<file path="src/rtl/spi_slave.sv">
// spi_slave: SPI responder with a CPU-side 8-bit register port.
// SCK, SS_n and MOSI are oversampled in the i_clk domain. All four CPOL/CPHA
// modes are supported, with single-byte RX/TX buffers, overrun and an RX irq.

module spi_slave #(
   parameter int SYNC_STAGES = 2
) (
   input  logic       i_clk,
   input  logic       i_reset_n,
   input  logic       i_addr,
   input  logic       i_cs,
   input  logic       i_we,
   input  logic [7:0] i_dat,
   output logic [7:0] o_dat,
   input  logic       i_sck,
   input  logic       i_ss_n,
   input  logic       i_mosi,
   output logic       o_miso,
   output logic       o_miso_oe,
   output logic       o_irq
);

   typedef enum logic {IDLE = 1'b0, ACTIVE = 1'b1} state_t;

   state_t state, state_nx;

   // synchronizers, retimed copies and a post-reset settle tracker
   logic [SYNC_STAGES-1:0] sck_ff, ss_n_ff, mosi_ff;
   logic                   sck_d, sck_d2, ss_n_d, mosi_d;
   logic [SYNC_STAGES:0]   settle;
   logic                   ss_armed;

   // control / status and datapath state
   logic       cpol, cpha, ovr, tx_full, rx_full, pend_load, rbit;
   logic [7:0] tx_buf, rx_buf, sh;
   logic [2:0] cnt;

   // decoded strobes
   logic sck_rise, sck_fall, lead_edge, trail_edge, sample_edge, shift_edge;
   logic go_active, go_idle, do_sample, do_shift, byte_done, tx_take;
   logic wr_ctl, wr_data, rd_ctl, rd_data, ss_active;
   logic [7:0] tx_next;

   assign ss_active = ~ss_n_d;

   // Bus decode; control writes are ignored while the master holds SS.
   assign wr_ctl  = i_cs &  i_we & ~i_addr & ~ss_active;
   assign wr_data = i_cs &  i_we &  i_addr;
   assign rd_ctl  = i_cs & ~i_we & ~i_addr;
   assign rd_data = i_cs & ~i_we &  i_addr;

   // SCK edge classification from the retimed copies.
   assign sck_rise    =  sck_d & ~sck_d2;
   assign sck_fall    = ~sck_d &  sck_d2;
   assign lead_edge   = cpol ? sck_fall : sck_rise;
   assign trail_edge  = cpol ? sck_rise : sck_fall;
   assign sample_edge = cpha ? trail_edge : lead_edge;
   assign shift_edge  = cpha ? lead_edge  : trail_edge;

   assign byte_done = do_sample & (cnt == 3'd7);
   assign tx_next   = tx_full ? tx_buf : 8'hFF;
   assign tx_take   = (go_active & ~cpha) | (do_shift & pend_load);

   assign o_dat     = i_addr ? rx_buf
                             : {ss_active, rx_full, tx_full, ovr, 2'b00, cpha, cpol};
   assign o_miso    = sh[7];
   assign o_miso_oe = ss_active;
   assign o_irq     = rx_full;

   // Pin synchronizers plus one retiming stage; edges compare the retimed pair.
   always_ff @(posedge i_clk) begin
      if (!i_reset_n) begin
         // SCK flops rest at cpol's reset level, SS_n at inactive.
         sck_ff  <= '0;
         ss_n_ff <= '1;
         mosi_ff <= '1;
         sck_d   <= 1'b0;
         sck_d2  <= 1'b0;
         ss_n_d  <= 1'b1;
         mosi_d  <= 1'b1;
         settle  <= '0;
      end else begin
         // NOTE: non-blocking assignments so every flop here samples pre-edge values.
         sck_ff  <= {sck_ff[SYNC_STAGES-2:0], i_sck};
         ss_n_ff <= {ss_n_ff[SYNC_STAGES-2:0], i_ss_n};
         mosi_ff <= {mosi_ff[SYNC_STAGES-2:0], i_mosi};
         sck_d   <= sck_ff[SYNC_STAGES-1];
         sck_d2  <= sck_d;
         ss_n_d  <= ss_n_ff[SYNC_STAGES-1];
         mosi_d  <= mosi_ff[SYNC_STAGES-1];
         settle  <= {settle[SYNC_STAGES-1:0], 1'b1};
      end
   end

   // FSM state register.
   always_ff @(posedge i_clk) begin
      if (!i_reset_n) state <= IDLE;
      else            state <= state_nx;
   end

   // Next state and per-cycle event strobes.
   always_comb begin
      // NOTE: every output gets a default first, so this block never infers a latch.
      state_nx  = state;
      go_active = 1'b0;
      go_idle   = 1'b0;
      do_sample = 1'b0;
      do_shift  = 1'b0;
      case (state)
         IDLE: begin
            // Armed only after SS was seen inactive, so a reset mid-transfer
            // waits for a genuine SS falling edge.
            if (ss_armed && ss_active) begin
               state_nx  = ACTIVE;
               go_active = 1'b1;
            end
         end
         ACTIVE: begin
            if (!ss_active) begin
               state_nx = IDLE;
               go_idle  = 1'b1;
            end else begin
               do_sample = sample_edge;
               do_shift  = shift_edge;
            end
         end
         default: state_nx = IDLE;
      endcase
   end

   // Registers, buffers, shift register and flags.
   always_ff @(posedge i_clk) begin
      if (!i_reset_n) begin
         cpol      <= 1'b0;
         cpha      <= 1'b0;
         ovr       <= 1'b0;
         tx_full   <= 1'b0;
         rx_full   <= 1'b0;
         pend_load <= 1'b0;
         rbit      <= 1'b0;
         ss_armed  <= 1'b0;
         tx_buf    <= 8'h00;
         rx_buf    <= 8'h00;
         sh        <= 8'hFF;
         cnt       <= 3'd0;
      end else begin
         if (&settle && !ss_active) ss_armed <= 1'b1;

         if (wr_ctl) begin
            cpol <= i_dat[0];
            cpha <= i_dat[1];
         end

         // A reload consumes the old buffer; a same-cycle write refills it.
         if (tx_take) tx_full <= 1'b0;
         if (wr_data) begin
            tx_buf  <= i_dat;
            tx_full <= 1'b1;
         end

         if (go_active && !cpha)  sh <= tx_next;
         else if (do_shift)       sh <= pend_load ? tx_next : {sh[6:0], rbit};

         if (go_active)                   pend_load <= cpha;
         else if (go_idle)                pend_load <= 1'b0;
         else if (byte_done)              pend_load <= 1'b1;
         else if (do_shift && pend_load)  pend_load <= 1'b0;

         if (go_active || go_idle) cnt <= 3'd0;
         else if (do_sample)       cnt <= cnt + 3'd1;

         if (do_sample) rbit <= mosi_d;

         // Clears come first so a same-cycle set wins.
         if (rd_data) rx_full <= 1'b0;
         if (rd_ctl)  ovr     <= 1'b0;
         if (byte_done) begin
            rx_buf  <= {sh[6:0], mosi_d};
            rx_full <= 1'b1;
            if (rx_full && !rd_data) ovr <= 1'b1;
         end
      end
   end

endmodule

</file>
<file path="config.mk">
export PLATFORM = sky130hd
export DESIGN_NAME = spi_slave
export DESIGN_NICKNAME = d
export VERILOG_FILES = /design/src/rtl/spi_slave.sv
export SDC_FILE = /design/constraint.sdc
export NUM_CORES = 1
export LEC_CHECK = 0
export CAP_MARGIN = 20
export CORE_UTILIZATION = 29
export DETAILED_ROUTE_END_ITERATION = 10
export PLACE_DENSITY = 0.53
export SYNTH_ARGS = -nofsm -noshare
export SYNTH_HDL_FRONTEND = slang
export SYNTH_SLANG_ARGS = --single-unit
</file>
<file path="constraint.sdc">
create_clock -name i_clk -period 2.6 [get_ports i_clk]
set_clock_uncertainty 0.15 [all_clocks]
set_input_delay 0.65 -clock i_clk [delete_from_list [all_inputs] [get_ports i_clk]]
set_output_delay 0.65 -clock i_clk [all_outputs]
set_load 0.02 [all_outputs]
</file>
==> metrics.md <==
| Metric | Value |
|---|---|
| Status | completed |
| Hold/Removal Path Class | flop to flop |
| Via count | 1467 |
| Max layer used | met4 |
| Core Rows | 29 |
| Clock Pin Slew Worst Setup and Hold Paths | 0.09 ns |
| Flop pwr share | 0.593 |
| Syn_area_per_cell | 9.79 µm² |
| Mapped Nets | 222 |
| Clk pwr share | 0.343 |
| Hold-fix buffer count after cts | 0 |
| FF-to-FF setup slack | 0.59 ns |
| Pwr/cell area | 527 nW/µm² |
| Leakage | 0.00106 µW |
| Die width | 85.0 µm |
| Clock Latency Late Sink | 0.30 ns |
| Inst Count DP | 304 |
| Max clock buf depth | 2 |
| Count leader, synth | dfxtp_1 |
| Final Cycle Share | 0.944 |
| R2r startpoint | ss_n_d |
| Startpoint class of the critical path | input pin |
| Crit path kind | input pin to output port |
| Finished Cell Area | 2470 µm² |
| Final setup fails | 0 |
| Final count of hold timing violations | 0 |
| Synth cell count leaders | dfxtp_1 (49), nand2_1 (27), mux2i_1 (14) |
| Routed met2 length | 1650 µm |
| Least-Margin Pin Slew | 0.402 ns |
| Sw Share | 0.230 |
| Cells after Synth | 204 |
| ANT cells | 0 |
| Most used flip-flop cell after synthesis | dfxtp_1 |
| DIE AREA | 7230 µm² |
| Synth top area cells | dfxtp_1 (49%), mux2i_1 (7.0%), nand2_1 (5.1%) |
| Largest net degree at the start of global routing | 48 |
| Proportion of layout cells with a drive suffix above 1 | 0.136 |
| GPL Wtd Cong | 0.732 |
| Final std cells w/o fill | 313 |
| Max-Cap Viols | 0 |
| Core Box Area | 6490 µm² |
| Io pins | 27 |
| Synth unique cells | 32 |
| TritonCTS clock tree | yes |
| Gr ovfl total | 0 |
| Sink Count | 49 |
| Final Slew Violations | 0 |
| Hold-critical path endpoint | mosi_ff[1] |
| Routed wl met3 | 130 µm |
| First-pass GRT wire length | 6800 µm |
| Vias in the first global route | 1376 |
| DP Area | 2370 µm² |
| Initial antenna violation count | 0 |
| Final Power | 1300 µW |
| EDFF count, synth | 0 |
| CP arrival | 1.65 ns |
| Sequential fraction of the synthesis area | 0.491 |
| Die height | 85.0 µm |
| Fmax | 407 MHz |
| Worst Path Required | 1.80 ns |
| Worst VDD drop | 253 µV |
| Drt total wl | 3930 µm |
| Max H-tree Level | 2 |
| Synth Register Bits | 49 |
| Drt pass-1 iters | 4 |
| P_int | 1000 µW |
| Antenna Nets Post-Route | 0 |
| Min-delay src | mosi_ff[0] |
| Root buffer cell | clkbuf_8 |
| Setup Buffers After CTS | 0 |
| Logic gate share of total power | 0.064 |
| Post-Syn Area | 2000 µm² |
| Sw Pwr | 299 µW |
| CP max FO | 8 |
| Post-synth top area share | 0.491 |
| Port bufs | 26 |
| Area grow syn2layout | 23.4% |
| Critical path endpoint category | output port |
| Cts repair resizes | 24 |
| Minimum clock period | 2.45 ns |
| WL/cell | 12.6 µm |
| Nets | 253 |
| RR Endpoint | pend_load |
| DR iter-0 viols | 105 |
| CP Launch Point | i_addr |
| Initial Util | 0.308 |
| R2R cell count | 7 |
| Num CTS Buffers | 5 |
| Syn. warnings | 0 |
| Worst hold margin | 0.265 ns |
| Relative slew slack | 0.732 |
| Ys async rst share | 0 |
| Largest area contributor in the netlist | dfxtp_1 |
| DRC Markers | 0 |
| Hold depth | 1 |
| Metal-1 WL | 2070 µm |
| Gr usage total | 0.121 |
| Dpl hpwl | 2760 µm |
| Unrepaired setup endpoints after global routing | no |
| Finished Core Util | 0.380 |
| Via density | 4.69 |
through the flow:
stage | setup WS [ns] | TNS [ns]
floorplan | 0.449 | 0
global placement | -0.371 | -2.72
detailed placement | -0.396 | -2.93
CTS | 0.147 | 0
global route | 0.101 | 0
finish | 0.145 | 0
power groups by stage:
| stage | clock network, µW | registers (µW) | logic (µW) |
|---|---|---|---|
| after floorplan | 0 | 786 | 42.1 |
| after global placement | 0 | 789 | 84.9 |
| after detailed placement | 0 | 789 | 84.3 |
| after CTS | 463 | 771 | 84.7 |
| after global routing | 498 | 773 | 91.6 |
| final | 446 | 771 | 83.3 |
registers in the layout, summed over array words and instances, names as in the netlist, 2 cells and up:
register and count:
cnt 3, tx_buf 8, ss_n_ff 2, sh 8, settle 3, sck_ff 2
rx_buf 8, mosi_ff 2
cell usage in the layout, fill, tap and decap left out, drive strengths merged, types with 11 or more instances in the layout:
cell	synthesis	layout
dfxtp	49	49
nand2	27	27
clkdlybuf4s50	0	17
mux2i	15	15
nor2b	13	13
o21ai	11	11
a21boi	11	11
buf	5	11
metal layers:
| metal | vias to the layer above | GRT usage |
|---|---|---|
| met5 | - | 0 |
| met4 | 0 | 0.0555 |
| met3 | 5 | 0.0340 |
| met2 | 20 | 0.180 |
| met1 | 688 | 0.163 |
| li1 | 754 | - |
layout make-up:
class                           instances  area [µm²]
Multi-Input combinational cell        141         953
Tap cell                               77        96.3
Sequential cell                        49         981
Fill cell                             660        4030
Inverter                                2        7.51
Clock buffer                            6        72.6
Timing Repair Buffer                   36         340
Clock inverter                          2        15.0
worst max-delay path, cell delays in order:
cell	delay, ns
dlygate4sd2_1	0.27
buf_6	0.15
mux2_2	0.33
clkdlybuf4s15_2	0.25
worst max-delay path by stage:
stage / depth (start not counted) / slack [ns] / endpoint
floorplan: 2 / 0.45 / o_dat[0]
global placement: 4 / -0.37 / o_dat[0]
detailed placement: 4 / -0.40 / o_dat[5]
CTS: 4 / 0.15 / o_dat[5]
global route: 4 / 0.10 / o_dat[5]
finish: 4 / 0.15 / o_dat[5]
cells by family after synthesis:
group | synth area share
AO/OA/AOI/OAI | 0.123
buffers and inverters | 0.0319
XOR/XNOR | 0.00877
multiplexers | 0.111
flip-flops | 0.491
AND/OR/NAND/NOR | 0.222
adder cells (fa/ha/maj) | 0.0125
(Power assumes the default switching activity.)
